$ cat config.mk
export PLATFORM = sky130hd
export DESIGN_NAME = run_control_flat
export DESIGN_NICKNAME = d
export VERILOG_FILES = /design/src/rtl/run_control_pkg.sv /design/src/rtl/run_control_if.sv /design/src/rtl/btn_debounce.sv /design/src/rtl/run_control.sv /design/src/flat_wrapper.sv
export SDC_FILE = /design/constraint.sdc
export NUM_CORES = 1
export LEC_CHECK = 0
export BUFFER_PORTS_ARGS = -buffer_cell sky130_fd_sc_hd__buf_2
export CORE_MARGIN = 1.5
export CORE_UTILIZATION = 37
export CTS_BUF_LIST = sky130_fd_sc_hd__clkbuf_8 sky130_fd_sc_hd__clkbuf_16
export DETAILED_ROUTE_END_ITERATION = 7
export HOLD_SLACK_MARGIN = 0.12
export PLACE_DENSITY = 0.57
export REMOVE_ABC_BUFFERS = 1
export SYNTH_ARGS = -nofsm -noshare
export SYNTH_HDL_FRONTEND = slang
export SYNTH_HIERARCHICAL = 1
export SYNTH_SLANG_ARGS = --single-unit
$ cat constraint.sdc
create_clock -name clk -period 2 [get_ports clk]
set_input_delay 0.4 -clock clk [delete_from_list [all_inputs] [get_ports clk]]
set_output_delay 0.4 -clock clk [all_outputs]
set_load 0.05 [all_outputs]
$ cat src/rtl/run_control_pkg.sv
// Shared types and defaults for the CPU run/step controller.
package run_control_pkg;

   typedef enum logic [1:0] {
      ST_IDLE = 2'b00,
      ST_RUN  = 2'b01,
      ST_STEP = 2'b10,
      ST_HALT = 2'b11
   } state_e;

   localparam int DEBOUNCE_CYCLES_DEF = 500000;
   localparam int CYC_W_DEF           = 32;

endpackage

$ cat src/rtl/run_control_if.sv
// Board/CPU-side signal bundle of run_control; master drives the inputs, slave is the controller.
interface run_control_if
   import run_control_pkg::*;
#(
   parameter int CYC_W = CYC_W_DEF
) ();

   logic             slow_clk;
   logic             step_btn;
   logic             mode_run;
   logic             halt_req;
   logic             cpu_en;
   logic [1:0]       state;
   logic             halted;
   logic [CYC_W-1:0] cycle_count;

   modport master (
      output slow_clk, step_btn, mode_run, halt_req,
      input  cpu_en, state, halted, cycle_count
   );

   modport slave (
      input  slow_clk, step_btn, mode_run, halt_req,
      output cpu_en, state, halted, cycle_count
   );

endinterface

$ cat src/rtl/btn_debounce.sv
// Push-button conditioner: 2-flop sync, level accepted after DEBOUNCE_CYCLES stable samples.
// press pulses for one cycle in the same cycle level rises.
module btn_debounce #(
   parameter int DEBOUNCE_CYCLES = 500000
) (
   input  logic clk,
   input  logic rst,
   input  logic btn_in,
   output logic level,
   output logic press
);

   localparam int CNT_W = (DEBOUNCE_CYCLES > 1) ? $clog2(DEBOUNCE_CYCLES) : 1;
   localparam logic [CNT_W-1:0] CNT_LAST = CNT_W'(DEBOUNCE_CYCLES - 1);

   logic [1:0]       sync_q;
   logic             level_q, level_d;
   logic             press_q, press_d;
   logic [CNT_W-1:0] cnt_q, cnt_d;

   // The run counter restarts whenever the synchronized input agrees with the accepted level.
   always_comb begin
      level_d = level_q;
      press_d = 1'b0;
      cnt_d   = '0;
      if (sync_q[1] != level_q) begin
         if (cnt_q == CNT_LAST) begin
            level_d = sync_q[1];
            press_d = sync_q[1];
         end else begin
            cnt_d = cnt_q + 1'b1;
         end
      end
   end

   always_ff @(posedge clk) begin
      if (!rst) begin
         sync_q  <= 2'b00;
         level_q <= 1'b0;
         press_q <= 1'b0;
         cnt_q   <= '0;
      end else begin
         sync_q  <= {sync_q[0], btn_in};
         level_q <= level_d;
         press_q <= press_d;
         cnt_q   <= cnt_d;
      end
   end

   assign level = level_q;
   assign press = press_q;

endmodule

$ cat src/rtl/run_control.sv
// CPU clock-enable controller (free-run / single-step / halt); cpu_en is registered, one clk after the deciding event.
// Optional saturating pulse counter on cycle_count when RUN_CONTROL_CYCLE_COUNT_EN is defined.
module run_control
   import run_control_pkg::*;
#(
   parameter int DEBOUNCE_CYCLES = DEBOUNCE_CYCLES_DEF,
   parameter int CYC_W           = CYC_W_DEF
) (
   input  logic          clk,
   input  logic          rst,
   run_control_if.slave  ctl
);

   logic   slow_q;
   logic   tick;
   logic   step_level;
   logic   step_press;
   logic   btn_evt;
   state_e state_q, state_d;
   logic   cpu_en_q, cpu_en_d;

   btn_debounce #(
      .DEBOUNCE_CYCLES (DEBOUNCE_CYCLES)
   ) u_btn_debounce (
      .clk    (clk),
      .rst    (rst),
      .btn_in (ctl.step_btn),
      .level  (step_level),
      .press  (step_press)
   );

   assign tick    = ctl.slow_clk & ~slow_q;
   assign btn_evt = step_press & step_level;

   // halt_req is tested first in every state so it dominates tick, mode and button.
   always_comb begin
      state_d  = state_q;
      cpu_en_d = 1'b0;
      unique case (state_q)
         ST_IDLE: begin
            if (ctl.halt_req)      state_d = ST_HALT;
            else if (ctl.mode_run) state_d = ST_RUN;
            else if (btn_evt)      state_d = ST_STEP;
         end
         ST_RUN: begin
            if (ctl.halt_req)       state_d  = ST_HALT;
            else if (!ctl.mode_run) state_d  = ST_IDLE;
            else if (tick)          cpu_en_d = 1'b1;
         end
         ST_STEP: begin
            if (ctl.halt_req) begin
               state_d = ST_HALT;
            end else begin
               cpu_en_d = 1'b1;
               state_d  = ST_IDLE;
            end
         end
         ST_HALT: begin
            if (!ctl.halt_req && btn_evt && !ctl.mode_run) state_d = ST_IDLE;
         end
         default: state_d = ST_IDLE;
      endcase
      if (cpu_en_q) cpu_en_d = 1'b0;
   end

   always_ff @(posedge clk) begin
      if (!rst) begin
         slow_q   <= 1'b0;
         state_q  <= ST_IDLE;
         cpu_en_q <= 1'b0;
      end else begin
         slow_q   <= ctl.slow_clk;
         state_q  <= state_d;
         cpu_en_q <= cpu_en_d;
      end
   end

   assign ctl.cpu_en = cpu_en_q;
   assign ctl.state  = state_q;
   assign ctl.halted = (state_q == ST_HALT);

`ifdef RUN_CONTROL_CYCLE_COUNT_EN
   logic [CYC_W-1:0] cnt_q, cnt_d;

   assign cnt_d = (cpu_en_q && !(&cnt_q)) ? cnt_q + 1'b1 : cnt_q;

   always_ff @(posedge clk) begin
      if (!rst) cnt_q <= '0;
      else      cnt_q <= cnt_d;
   end

   assign ctl.cycle_count = cnt_q;
`else
   assign ctl.cycle_count = {CYC_W{1'b0}};
`endif

endmodule

$ cat src/flat_wrapper.sv
// flat-port wrapper written by rule: the top's interface ports become plain ports
module run_control_flat import run_control_pkg::*;
#(
   parameter int DEBOUNCE_CYCLES = DEBOUNCE_CYCLES_DEF,
   parameter int CYC_W           = CYC_W_DEF
)
  (clk, rst, ctl_slow_clk, ctl_step_btn, ctl_mode_run, ctl_halt_req, ctl_cpu_en, ctl_state, ctl_halted, ctl_cycle_count);
  run_control_if #(.CYC_W(CYC_W)) ctl_i ();
  input  logic clk;
  input  logic rst;
  input wire logic [$bits(ctl_i.slow_clk)-1:0] ctl_slow_clk;
  input wire logic [$bits(ctl_i.step_btn)-1:0] ctl_step_btn;
  input wire logic [$bits(ctl_i.mode_run)-1:0] ctl_mode_run;
  input wire logic [$bits(ctl_i.halt_req)-1:0] ctl_halt_req;
  output wire logic [$bits(ctl_i.cpu_en)-1:0] ctl_cpu_en;
  output wire logic [$bits(ctl_i.state)-1:0] ctl_state;
  output wire logic [$bits(ctl_i.halted)-1:0] ctl_halted;
  output wire logic [$bits(ctl_i.cycle_count)-1:0] ctl_cycle_count;
  assign ctl_i.slow_clk = ctl_slow_clk;
  assign ctl_i.step_btn = ctl_step_btn;
  assign ctl_i.mode_run = ctl_mode_run;
  assign ctl_i.halt_req = ctl_halt_req;
  assign ctl_cpu_en = ctl_i.cpu_en;
  assign ctl_state = ctl_i.state;
  assign ctl_halted = ctl_i.halted;
  assign ctl_cycle_count = ctl_i.cycle_count;
  run_control #(.DEBOUNCE_CYCLES(DEBOUNCE_CYCLES), .CYC_W(CYC_W)) u_core (.clk(clk), .rst(rst), .ctl(ctl_i));
endmodule
Yosys cells after proc, flatten, opt, wreduce, memory -nomap -nowiden
Index checks and enable logic that the tools add are counted.
{"block": "totals", "reg_bits": 27}
{"block": "op_classes", "n_addsub": 1, "n_eq_ne": 8, "n_mux": 13, "n_bitwise": 5, "n_reduce_logical": 10}
{"cell": "$add 19x1->19 const B", "count": 1}
{"cell": "$eq 19x19->1 const B", "count": 1}
{"cell": "$mux 2", "count": 7}
{"cell": "$pmux 2 s4", "count": 1}
{"cell": "$reduce_and 3->1", "count": 2}
{"cell": "$eq 2x2->1 const B", "count": 2}
{"cell": "$mux 1", "count": 4}
{"cell": "$ne 4x3->1 const B", "count": 1}
{"cell": "$ne 3x3->1 const B", "count": 1}
{"cell": "$not 1->1", "count": 3}
{"cell": "$reduce_or 3->1", "count": 1}
{"cell": "$and 1x1->1", "count": 2}
{"cell": "$eq 2x1->1 const B", "count": 1}
{"cell": "$logic_and 1x1->1", "count": 2}
{"cell": "$logic_not 1->1", "count": 2}
{"cell": "$logic_not 2->1", "count": 1}
{"cell": "$ne 2x1->1 const B", "count": 1}
{"cell": "$pmux 1 s2", "count": 1}
{"cell": "$reduce_and 2->1", "count": 1}
{"cell": "$reduce_or 2->1", "count": 1}
{"cell": "$ne 1x1->1", "count": 1}

Longest topological paths before layout
Gate-level depths: netlist of run 1.
{"block": "logic_depth", "depth_word": 6, "depth_mapped": 6}

Hierarchy
The synthesis of run 1 kept the hierarchy.
{"mod": "btn_debounce", "n_inst": 1, "cells_each": 114, "area_per_inst_um2": 1047.3, "seq_area_each_um2": 460.4}
{"mod": "run_control", "n_inst": 1, "cells_each": 63, "area_per_inst_um2": 505.5, "seq_area_each_um2": 80.1}

Worst setup path before layout of run 1
No wires, ideal clock.
{"block": "synth_timing", "kind": "register to register", "from": "register u_core.state_q[1] (netlist: u_core/ctl.state[1])", "to": "register u_core.state_q[1] (netlist: u_core/ctl.state[1])", "setup_ns": 0.115, "arrival_ns": 1.751, "path_slack_ns": 0.133, "path_stages_with_launch": 5, "path_buffers": 0, "period_less_slack_ns": 1.867, "cell_sequence": "dfxtp_1 > ha_1 > o32ai_2 > and3_1 > a31o_1"}
{"block": "synth_between", "elab_chain_cells": 3}
{"element": "from (decl)", "line_no": "run_control.sv:19", "source": "state_e state_q, state_d;"}
{"element": "from (signal assigned)", "line_no": "run_control.sv:73", "source": "state_q <= state_d;"}
{"element": "$eq 2x2->1 *"}
{"element": "net ctl_halted", "line_no": "flat_wrapper.sv:17", "source": "output wire logic [$bits(ctl_i.halted)-1:0] ctl_halted;"}
{"element": "$ne 2x1->1 (no source line)"}
{"element": "$reduce_and 3->1 (no source line)"}
The timed path passes the listed nets; every way through them passes the cells marked *.
A chain may end at the register's enable or synchronous reset.

Worst setup path in the final report of run 1
{"block": "layout_timing", "from": "register u_core.u_btn_debounce.cnt_q[2]", "to": "register u_core.u_btn_debounce.cnt_q[17]"}
{"block": "layout_between", "elab_chain_cells": 2}
{"element": "from (decl)", "line_no": "btn_debounce.sv:19", "source": "logic [CNT_W-1:0] cnt_q, cnt_d;"}
{"element": "from (signal assigned)", "line_no": "btn_debounce.sv:46", "source": "cnt_q <= cnt_d;"}
{"element": "branches (longest 2 deep; another with $add 19x1->19)"}
Parallel ways; which one is timed is not known.

==> impl_metrics.yaml, run 1 <==
critical_path:
  path_max_fanout: 6
  start_kind: "flip-flop"
  cp_data_arrival_time_ns: 1.86
  cp_num_buf_inv: 0
  max_stage_delay_ns: 0.48
  cpLargestDelayFamily: "simple AND/OR/NAND/NOR gates"
  crit_type: "reg -> reg"
  crit_path_cell_trace: "nand4_2 -> or2_4 -> or4_4 -> a21oi_2"
  crit_slowest_cell: "or4_4"
  crit_start: "u_core/u_btn_debounce/cnt_q[2]"
  r2r_start: "u_core/u_btn_debounce/cnt_q[2]"
  cp.required_ns: 2.22
  endpoint_kind: "flip-flop"
worst_hold_path:
  holdCritPathClass: "in -> reg"
  worstHoldStart: "ctl_step_btn"
timing:
  fin_hold_ws_ns: 0.335
  rsz0062_at_grt: "no"
  max_freq_ghz: 0.608
  setup_viol: 0
  report.final.slew_viol_count: 0
  finalHoldViolCount: 0
  min_period_over_period: 0.822
  fin_setup_tns_ns: 0
  min_period_ns: 1.64
  setup_ws_ns: 0.355
  finClkSkew_ns: 0.00408
synth:
  synth_edf_count: 0
  ys_async_sr_fraction: 0
  ys_types: 39
  syn_area_per_cell_um2: 8.77
  yosysWarnings: 6
  syn_inst: 177
  synth_seq_cells: 27
  synthFlopType: "dfxtp_1"
  seq_area_frac_synth: 0.348
  syn_area_um2: 1550
detailed_routing:
  drt-total-wl_um: 2540
  firstDrtPassIters: 4
  routedWlPerCell_um: 10.6
  drtAntennaViolNets: 0
  viasPerCell: 4.63
  vias: 1107
  drc: 0
  drt_iter0_drc: 59
placement:
  dpl.hpwl_um: 1890
  pre_cts_ws_ns: 0.346
  io_buffers: 9
  gp_congestion: 0.791
floorplanning:
  die_x_um: 67.8
  fp.dieH_um: 67.8
  die_area_um2: 4590
  fp-row-count: 23
  initial_core_util: 0.385
  io_pins: 42
  core_area_um2: 4030
cells_and_area:
  fin_nets: 201
  antenna-diode-count: 0
  fillers: 430
  drive_above_1_share: 0.132
  seq_area_um2: 541
  areaGrowthSynthToFinish_pct: 1.77
  multi_input_area_um2: 850
clock_network:
  cts_buffer_depth: 2
  cts.hold.buffers_added: 0
  cts.sinks: 27
  h-tree-depth: 1
  clk_latency_ns: 0.27
  cts.repair.resized: 0
  cts.clk_slew.worst_paths_ns: 0.09
  post_cts_buffers: 0
  cts-root-buf: "clkbuf_8"
  cts_tree: "built"
  numCtsBuffers: 3
global_routing:
  grt_max_degree: 15
  grtUsageTotal: 0.112
  grt_antenna_before_repair: 0
  grt_pass1_wl_um: 3920
  overflow: 0
  grt_pass1_vias: 889
status:
  status: "finished, final reports clean"
power_and_ir_drop:
  p_leak_nw: 0.596
  total_power_mw: 1.23
  ir_drop_uv: 256
  p_per_area_nw_per_um2: 776
run:
  cap_viol_max_count: 0
-- placed cells by master, fill, tap and decap left out, types with 2 or more instances in the layout --
cell type / n
inv_1: 7
xor2_1: 6
nand2_1: 13
a21oi_1: 3
ha_1: 5
and2_1: 5
buf_2: 9
o31ai_1: 3
nor2_1: 17
nor3_1: 3
dfxtp_1: 27
nor3b_1: 2
nor4_1: 4
conb_1: 32
xnor2_1: 8
buf_4: 2
clkbuf_8: 3
nand4_1: 7
and3_1: 2
o21ai_0: 4
nand3_1: 9
-- final cells by class --
class	count	share of cell area
Multi-Input combinational cell	141	0.538
Clock buffer	3	0.0261
Inverter	6	0.0143
Sequential cell	27	0.342
Timing Repair Buffer	11	0.0380
Clock inverter	1	0.00238
Tap cell	50	0.0396
-- worst paths after layout --
check | to | slack (ns) | depth (start not counted)
min reg2reg | u_core/ctl.cpu_en | 0.42 | 1
max | u_core/u_btn_debounce/cnt_q[17] | 0.36 | 4
min | u_core/u_btn_debounce/sync_q[0] | 0.34 | 2
max reg2reg | u_core/u_btn_debounce/cnt_q[17] | 0.36 | 4
-- Yosys cell counts (2+ instances only) --
master,instances,share of area
nor4_1,4,0.016
nor2_1,17,0.041
ha_1,5,0.040
nand2_1,13,0.031
nor3_1,3,0.0097
a21oi_1,3,0.0097
and2_1,5,0.020
xor2_1,6,0.034
nand4_1,7,0.028
nand3_1,9,0.029
xnor2_1,8,0.045
and3_1,2,0.0081
dfxtp_1,27,0.35
inv_1,6,0.015
o21ai_0,4,0.013
nor3b_1,2,0.0097
o31ai_1,3,0.015
buf_4,32,0.15
-- power by group --
part           internal (mW)  switching, mW  total (mW)
registers              0.556         0.0181       0.574
clock network          0.138          0.171       0.309
logic                 0.0740          0.270       0.344
total                  0.767          0.459        1.23
-- state kept, by name, summed over array words and instances (netlist names) --
signal	flops
u_core/ctl.state	2
u_core/u_btn_debounce/level	1
u_core/u_btn_debounce/sync_q	2
u_core/u_btn_debounce/cnt_q	19
u_core/ctl.cpu_en	1
u_core/slow_q	1
u_core/u_btn_debounce/press	1
-- through the flow --
step           instances   util  cell area, um2
6_report             239  0.392            1580
5_1_grt              239  0.392            1580
4_1_cts              239  0.392            1580
3_5_place_dp         235  0.381            1540
3_3_place_gp         235  0.381            1540
2_1_floorplan        174      -            1410
-- worst reg2reg max path, stage by stage, from the launching register on --
cell,delay (ns)
dfxtp_1,0.44
nand4_2,0.20
or2_4,0.33
or4_4,0.48
a21oi_2,0.13
-- per-layer routing --
layer / up-vias / GRT usage / routed length (um)
met5: - / 0 / 0
met4: 0 / 0.0525 / 39
met3: 4 / 0.0200 / 126
met2: 38 / 0.170 / 1110
met1: 492 / 0.152 / 1270
li1: 573 / - / -
-- logic make-up after synthesis --
kind of cell / count (synthesis) / share of synthesized area
DFF: 27 / 0.348
muxes: 1 / 0.00645
buffers and inverters: 40 / 0.180
AOI/OAI and AO/OA: 17 / 0.0862
other: 1 / 0.00242
xor gates and xnor gates: 14 / 0.0790
and+or+nand+nor: 72 / 0.258
adders and majority gates: 5 / 0.0403
(Power assumes the default switching activity.)
==> run 2: changes to the inputs <==
PLACE_DENSITY = 0.59   (was 0.57)
clock period = 1.46 ns   (was 2 ns; I/O delays follow)
==> run 2 against run 1 <==
  * The flow now finishes with violations (negative setup slack)
  * Register-to-register slack got worse by 0.37 ns
  * Critical path depth rose by 2
  * Cell area rose by 17%
  * Routed wire length rose by 9.0%
  * Count of clock-buffer cells in the layout did not move
  * Sequential cell count did not move
  * Non-clock buffer count rose by 29
  * Sequential share of layout area fell by 4.3 points
  * Fmax rose by 11%
  * Largest power group unchanged
==> impl_metrics.yaml, run 2 (synthesized netlist as in run 1, its figures left out) <==
critical_path:
  r2r_cells: 6
  timing.rr.end: "u_core/u_btn_debounce/cnt_q[12]"
  cp_num_buf_inv: 2
  rrSetupSlack_ns: -0.02
  crit_slowest_cell: "dfxtp_2"
  path_max_fanout: 19
  crit_path_cell_trace: "nor4_2 -> buf_4 -> nand4_1 -> o211ai_4 -> buf_12 -> nor2_1"
  r2r_start: "u_core/u_btn_debounce/cnt_q[12]"
  cpLargestDelayFamily: "simple AND/OR/NAND/NOR gates"
  max_stage_delay_ns: 0.34
  endpoint_kind: "flip-flop"
  cp.required_ns: 1.63
  crit_type: "reg -> reg"
  start_kind: "flip-flop"
  cp_data_arrival_time_ns: 1.65
cells_and_area:
  final_common_cell: "conb_1"
  largest_reg_flops: 19
  antenna-diode-count: 0
  layout_common_cells: "conb_1 (32), buf_4 (30), dfxtp_1 (19), nor2_1 (17), nand2_1 (13)"
  stdcell_count: 268
  drive_above_1_share: 0.307
  fin_nets: 230
  regMostFlops: "u_core/u_btn_debounce/cnt_q"
  areaGrowthSynthToFinish_pct: 19.1
placement:
  io_buffers: 9
  dpl.hpwl_um: 2130
  dp.cells: 263
  gp_congestion: 0.789
floorplanning:
  fp.dieH_um: 67.8
  core_area_um2: 4030
  die_x_um: 67.8
  initial_core_util: 0.385
  io_pins: 42
  die_area_um2: 4590
  fp-row-count: 23
detailed_routing:
  drt_iter0_drc: 36
  drc: 0
  vias: 1228
  viasPerCell: 4.58
  firstDrtPassIters: 4
  drtAntennaViolNets: 0
  routedWlPerCell_um: 10.3
  drt-total-wl_um: 2770
timing:
  min_period_ns: 1.48
  rsz0062_at_grt: "yes"
  max_freq_ghz: 0.676
  finClkSkew_ns: 0.00598
  setup_viol: 20
  finalHoldViolCount: 0
  fin_setup_tns_ns: -0.283
  min_period_over_period: 1.01
  setup_ws_ns: -0.0192
  report.final.slew_viol_count: 0
worst_hold_path:
  worstHoldStart: "ctl_step_btn"
  hold_depth: 2
  holdCritPathClass: "in -> reg"
  min_to: "u_core/u_btn_debounce/sync_q[0]"
global_routing:
  grt_pass1_vias: 1120
  overflow: 0
  grt_max_degree: 20
  grt_pass1_wl_um: 4620
  grtUsageTotal: 0.133
  grt_antenna_before_repair: 0
clock_network:
  cts.sinks: 27
  cts-root-buf: "clkbuf_8"
  cts.clk_slew.worst_paths_ns: 0.09
  h-tree-depth: 1
  clk_latency_ns: 0.27
  numCtsBuffers: 3
  cts_buffer_depth: 2
  cts_tree: "built"
status:
  status: "finished, violations left"
  violations: "negative setup slack"
power_and_ir_drop:
  p_leak_nw: 0.753
  comb_power_share: 0.323
  power.internal_mw: 1.11
  ir_drop_uv: 376
  p_per_area_nw_per_um2: 952
  netSwitchingFraction: 0.370
  switching_power_uw: 651
  seq_power_share: 0.439
  pwr-share-clk: 0.238
run:
  cap_viol_max_count: 0
==> run 2: power by group through the flow <==
stage | registers [mW] | logic (mW) | clock network (mW)
floorplan | 0.870 | 0.332 | 0
global placement | 0.788 | 0.541 | 0
detailed placement | 0.790 | 0.539 | 0
CTS | 0.773 | 0.550 | 0.437
global route | 0.777 | 0.605 | 0.459
finish | 0.773 | 0.569 | 0.420
==> run 2: timing repair <==
item | CTS | global route
hold buffers | 0 | 0
endpoints found under the setup margin | 22 | 23
gates resized for setup | 10 | 9
gates cloned | 0 | 0
buffers inserted | 0 | 1
pin swaps | 1 | 3
==> run 2: worst max-delay path by stage <==
stage                               startpoint                         endpoint  slack [ns]  cells past startpoint
5_1_grt        u_core/u_btn_debounce/cnt_q[12]  u_core/u_btn_debounce/cnt_q[12]        -0.1                      6
6_report       u_core/u_btn_debounce/cnt_q[12]  u_core/u_btn_debounce/cnt_q[12]       -0.02                      6
3_5_place_dp    u_core/u_btn_debounce/cnt_q[1]  u_core/u_btn_debounce/cnt_q[18]       -0.08                      5
3_3_place_gp   u_core/u_btn_debounce/cnt_q[12]  u_core/u_btn_debounce/cnt_q[18]       -0.04                      6
2_1_floorplan              u_core/ctl.state[1]              u_core/ctl.state[1]       -0.41                      4
4_1_cts         u_core/u_btn_debounce/cnt_q[9]  u_core/u_btn_debounce/cnt_q[12]       -0.05                      6
==> run 2: area by class of cell <==
class	count	area, um2
well taps	50	62.6
inverters	6	22.5
fillers	408	2180
repair buffers	40	297
clock inverters	1	3.75
flip-flops and latches	27	553
multi-input cells	141	870
clock buffers	3	41.3
==> run 2: stage by stage <==
step	total power, mW	hold slack, ns	area (um2)	worst slack [ns]	util
final	1.76	0.236	1850	-0.0192	0.459
after global routing	1.84	0.253	1850	-0.0983	0.459
after CTS	1.76	0.233	1820	-0.0454	0.452
after detailed placement	1.33	0.412	1760	-0.0807	0.436
after global placement	1.33	0.409	1760	-0.0407	0.436
after floorplan	1.20	0.369	1410	-0.407	-
==> run 2: layer usage <==
| layer | GRT usage | vias up | routed length, um |
|---|---|---|---|
| li1 | - | 629 | - |
| met1 | 0.166 | 562 | 1380 |
| met2 | 0.217 | 33 | 1240 |
| met3 | 0.0250 | 4 | 99 |
| met4 | 0.0650 | 0 | 48 |
| met5 | 0 | - | 0 |
==> run 3: changes to the inputs <==
CAP_MARGIN = 20   (was not set)
CORE_ASPECT_RATIO = 0.75   (was not set)
SETUP_SLACK_MARGIN = 0.4   (was not set)
==> run 3 against run 2 <==
  * The run still ends with negative setup slack left
  * Clock power up 6.2%
  * First-iteration DRC count rose to 3.8 times the previous value
  * Register-to-register slack lost 0.16 ns
  * Routed wire length rose by 43%
  * Clock skew is 0.0077 ns higher
  * Final cell count is 7.5% higher
  * Non-clock buffer count grew 15
  * Global-route usage is 2.7 points higher
  * Worst setup slack got worse by 0.16 ns
  * Worst hold slack worse by 0.023 ns
  * Largest cell class unchanged
  * Largest power group is now combinational cells
  * Highest routed layer unchanged
==> impl_metrics.yaml, run 3 (synthesized netlist as in run 1, its figures left out) <==
worst_hold_path:
  min_to: "u_core/u_btn_debounce/sync_q[0]"
  worstHoldStart: "ctl_step_btn"
  hold_depth: 2
  holdCritPathClass: "in -> reg"
cells_and_area:
  stdcell_count: 288
  fin_nets: 245
  design_area_um2: 2160
  drive_above_1_share: 0.421
  fillers: 338
  largest_reg_flops: 19
  multi_input_area_um2: 985
  areaGrowthSynthToFinish_pct: 39.2
  regMostFlops: "u_core/u_btn_debounce/cnt_q"
  layout_common_cells: "buf_4 (36), conb_1 (32), dfxtp_1 (17), nand2_1 (13), nor2_1 (13)"
  final_common_cell: "buf_4"
  antenna-diode-count: 0
  seq_area_um2: 558
  final_util: 0.536
detailed_routing:
  firstDrtPassIters: 4
  drtAntennaViolNets: 0
  drt_iter0_drc: 138
  routedWlPerCell_um: 13.8
  drc: 0
  vias: 1384
  viasPerCell: 4.81
  drt-total-wl_um: 3970
timing:
  min_period_over_period: 1.12
  setup_viol: 21
  min_period_ns: 1.63
  finalHoldViolCount: 0
  fin_hold_ws_ns: 0.213
  fin_setup_tns_ns: -3.01
  setup_ws_ns: -0.175
  finClkSkew_ns: 0.0137
  max_freq_ghz: 0.612
  report.final.slew_viol_count: 0
  rsz0062_at_grt: "yes"
global_routing:
  grt_max_degree: 18
  grt_antenna_before_repair: 0
  grtUsageTotal: 0.160
  grt_pass1_wl_um: 5710
  grt_pass1_vias: 1130
  overflow: 0
clock_network:
  h-tree-depth: 1
  cts_tree: "built"
  cts.clk_slew.worst_paths_ns: 0.10
  cts.sinks: 27
  cts_buffer_depth: 2
  cts.hold.buffers_added: 0
  numCtsBuffers: 3
  cts-root-buf: "clkbuf_8"
  clk_latency_ns: 0.28
critical_path:
  cpLargestDelayFamily: "simple AND/OR/NAND/NOR gates"
  cp.required_ns: 1.62
  start_kind: "flip-flop"
  cp_num_buf_inv: 1
  rrSetupSlack_ns: -0.17
  max_stage_delay_ns: 0.37
  r2r_cells: 5
  crit_slowest_cell: "dfxtp_1"
  cp_data_arrival_time_ns: 1.79
  timing.rr.end: "u_core/u_btn_debounce/cnt_q[18]"
  crit_path_cell_trace: "nor3b_1 -> nand4_1 -> o211ai_4 -> buf_12 -> a21oi_1"
  endpoint_kind: "flip-flop"
  crit_type: "reg -> reg"
  r2r_start: "u_core/u_btn_debounce/cnt_q[5]"
  path_max_fanout: 12
floorplanning:
  die_area_um2: 4600
  fp-row-count: 20
  fp.dieH_um: 59.1
  initial_core_util: 0.385
  core_area_um2: 4030
  die_x_um: 77.8
  io_pins: 42
placement:
  pre_cts_ws_ns: -0.0453
  dpl.hpwl_um: 2400
  io_buffers: 9
  dp.cells: 274
  gp_congestion: 0.823
  dpl_cell_area_um2: 1810
power_and_ir_drop:
  p_leak_nw: 0.860
  p_per_area_nw_per_um2: 999
  ir_drop_uv: 356
  total_power_mw: 2.16
status:
  violations: "negative setup slack"
  status: "finished, violations left"
run:
  cap_viol_max_count: 0
[run 3: repair_timing]
item,in CTS,in global routing
cloned,0,0
buffers inserted,5,5
pin swaps,13,6
endpoints found under the setup margin,28,28
resized for setup,46,14
endpoints found under the hold margin,0,0
[run 3: how the worst max path moves through the flow]
stage | from | end | slack, ns | cells after the start
global placement | u_core/u_btn_debounce/cnt_q[1] | u_core/u_btn_debounce/cnt_q[18] | -0.05 | 5
finish | u_core/u_btn_debounce/cnt_q[5] | u_core/u_btn_debounce/cnt_q[18] | -0.17 | 5
global route | u_core/u_btn_debounce/cnt_q[5] | u_core/u_btn_debounce/cnt_q[18] | -0.24 | 5
floorplan | u_core/ctl.state[1] | u_core/ctl.state[1] | -0.41 | 4
detailed placement | u_core/u_btn_debounce/cnt_q[1] | u_core/u_btn_debounce/cnt_q[18] | -0.05 | 5
CTS | u_core/u_btn_debounce/cnt_q[12] | u_core/u_btn_debounce/cnt_q[18] | -0.04 | 6
[run 3: cell type report]
class	instances	area share
Timing Repair Buffer	55	0.221
Inverter	6	0.0104
Multi-Input combinational cell	141	0.456
Clock inverter	1	0.00405
Tap cell	55	0.0318
Clock buffer	3	0.0191
Sequential cell	27	0.258
[run 3: worst register-to-register path: cells and delay by family (launching register included)]
| family | cells | cell delay (ns) |
|---|---|---|
| buffers and inverters | 1 | 0.18 |
| AND/OR/NAND/NOR | 2 | 0.59 |
| flip-flops | 1 | 0.37 |
| AO/OA/AOI/OAI | 2 | 0.38 |
[run 3: metal layers]
| layer | vias to the layer above | GRT usage | part of all wire |
|---|---|---|---|
| met5 | - | 0 | 0 |
| met4 | 0 | 0.0312 | 0.022 |
| met3 | 8 | 0.0277 | 0.061 |
| met2 | 63 | 0.260 | 0.46 |
| met1 | 649 | 0.225 | 0.46 |
| li1 | 664 | - | - |
[run 3: report_power, final]
part / leakage (nW) / total (mW) / internal, mW / switching [mW]
Clock: 0.0261 / 0.446 / 0.200 / 0.245
Sequential: 0.224 / 0.786 / 0.763 / 0.0238
Combinational: 0.610 / 0.927 / 0.386 / 0.541
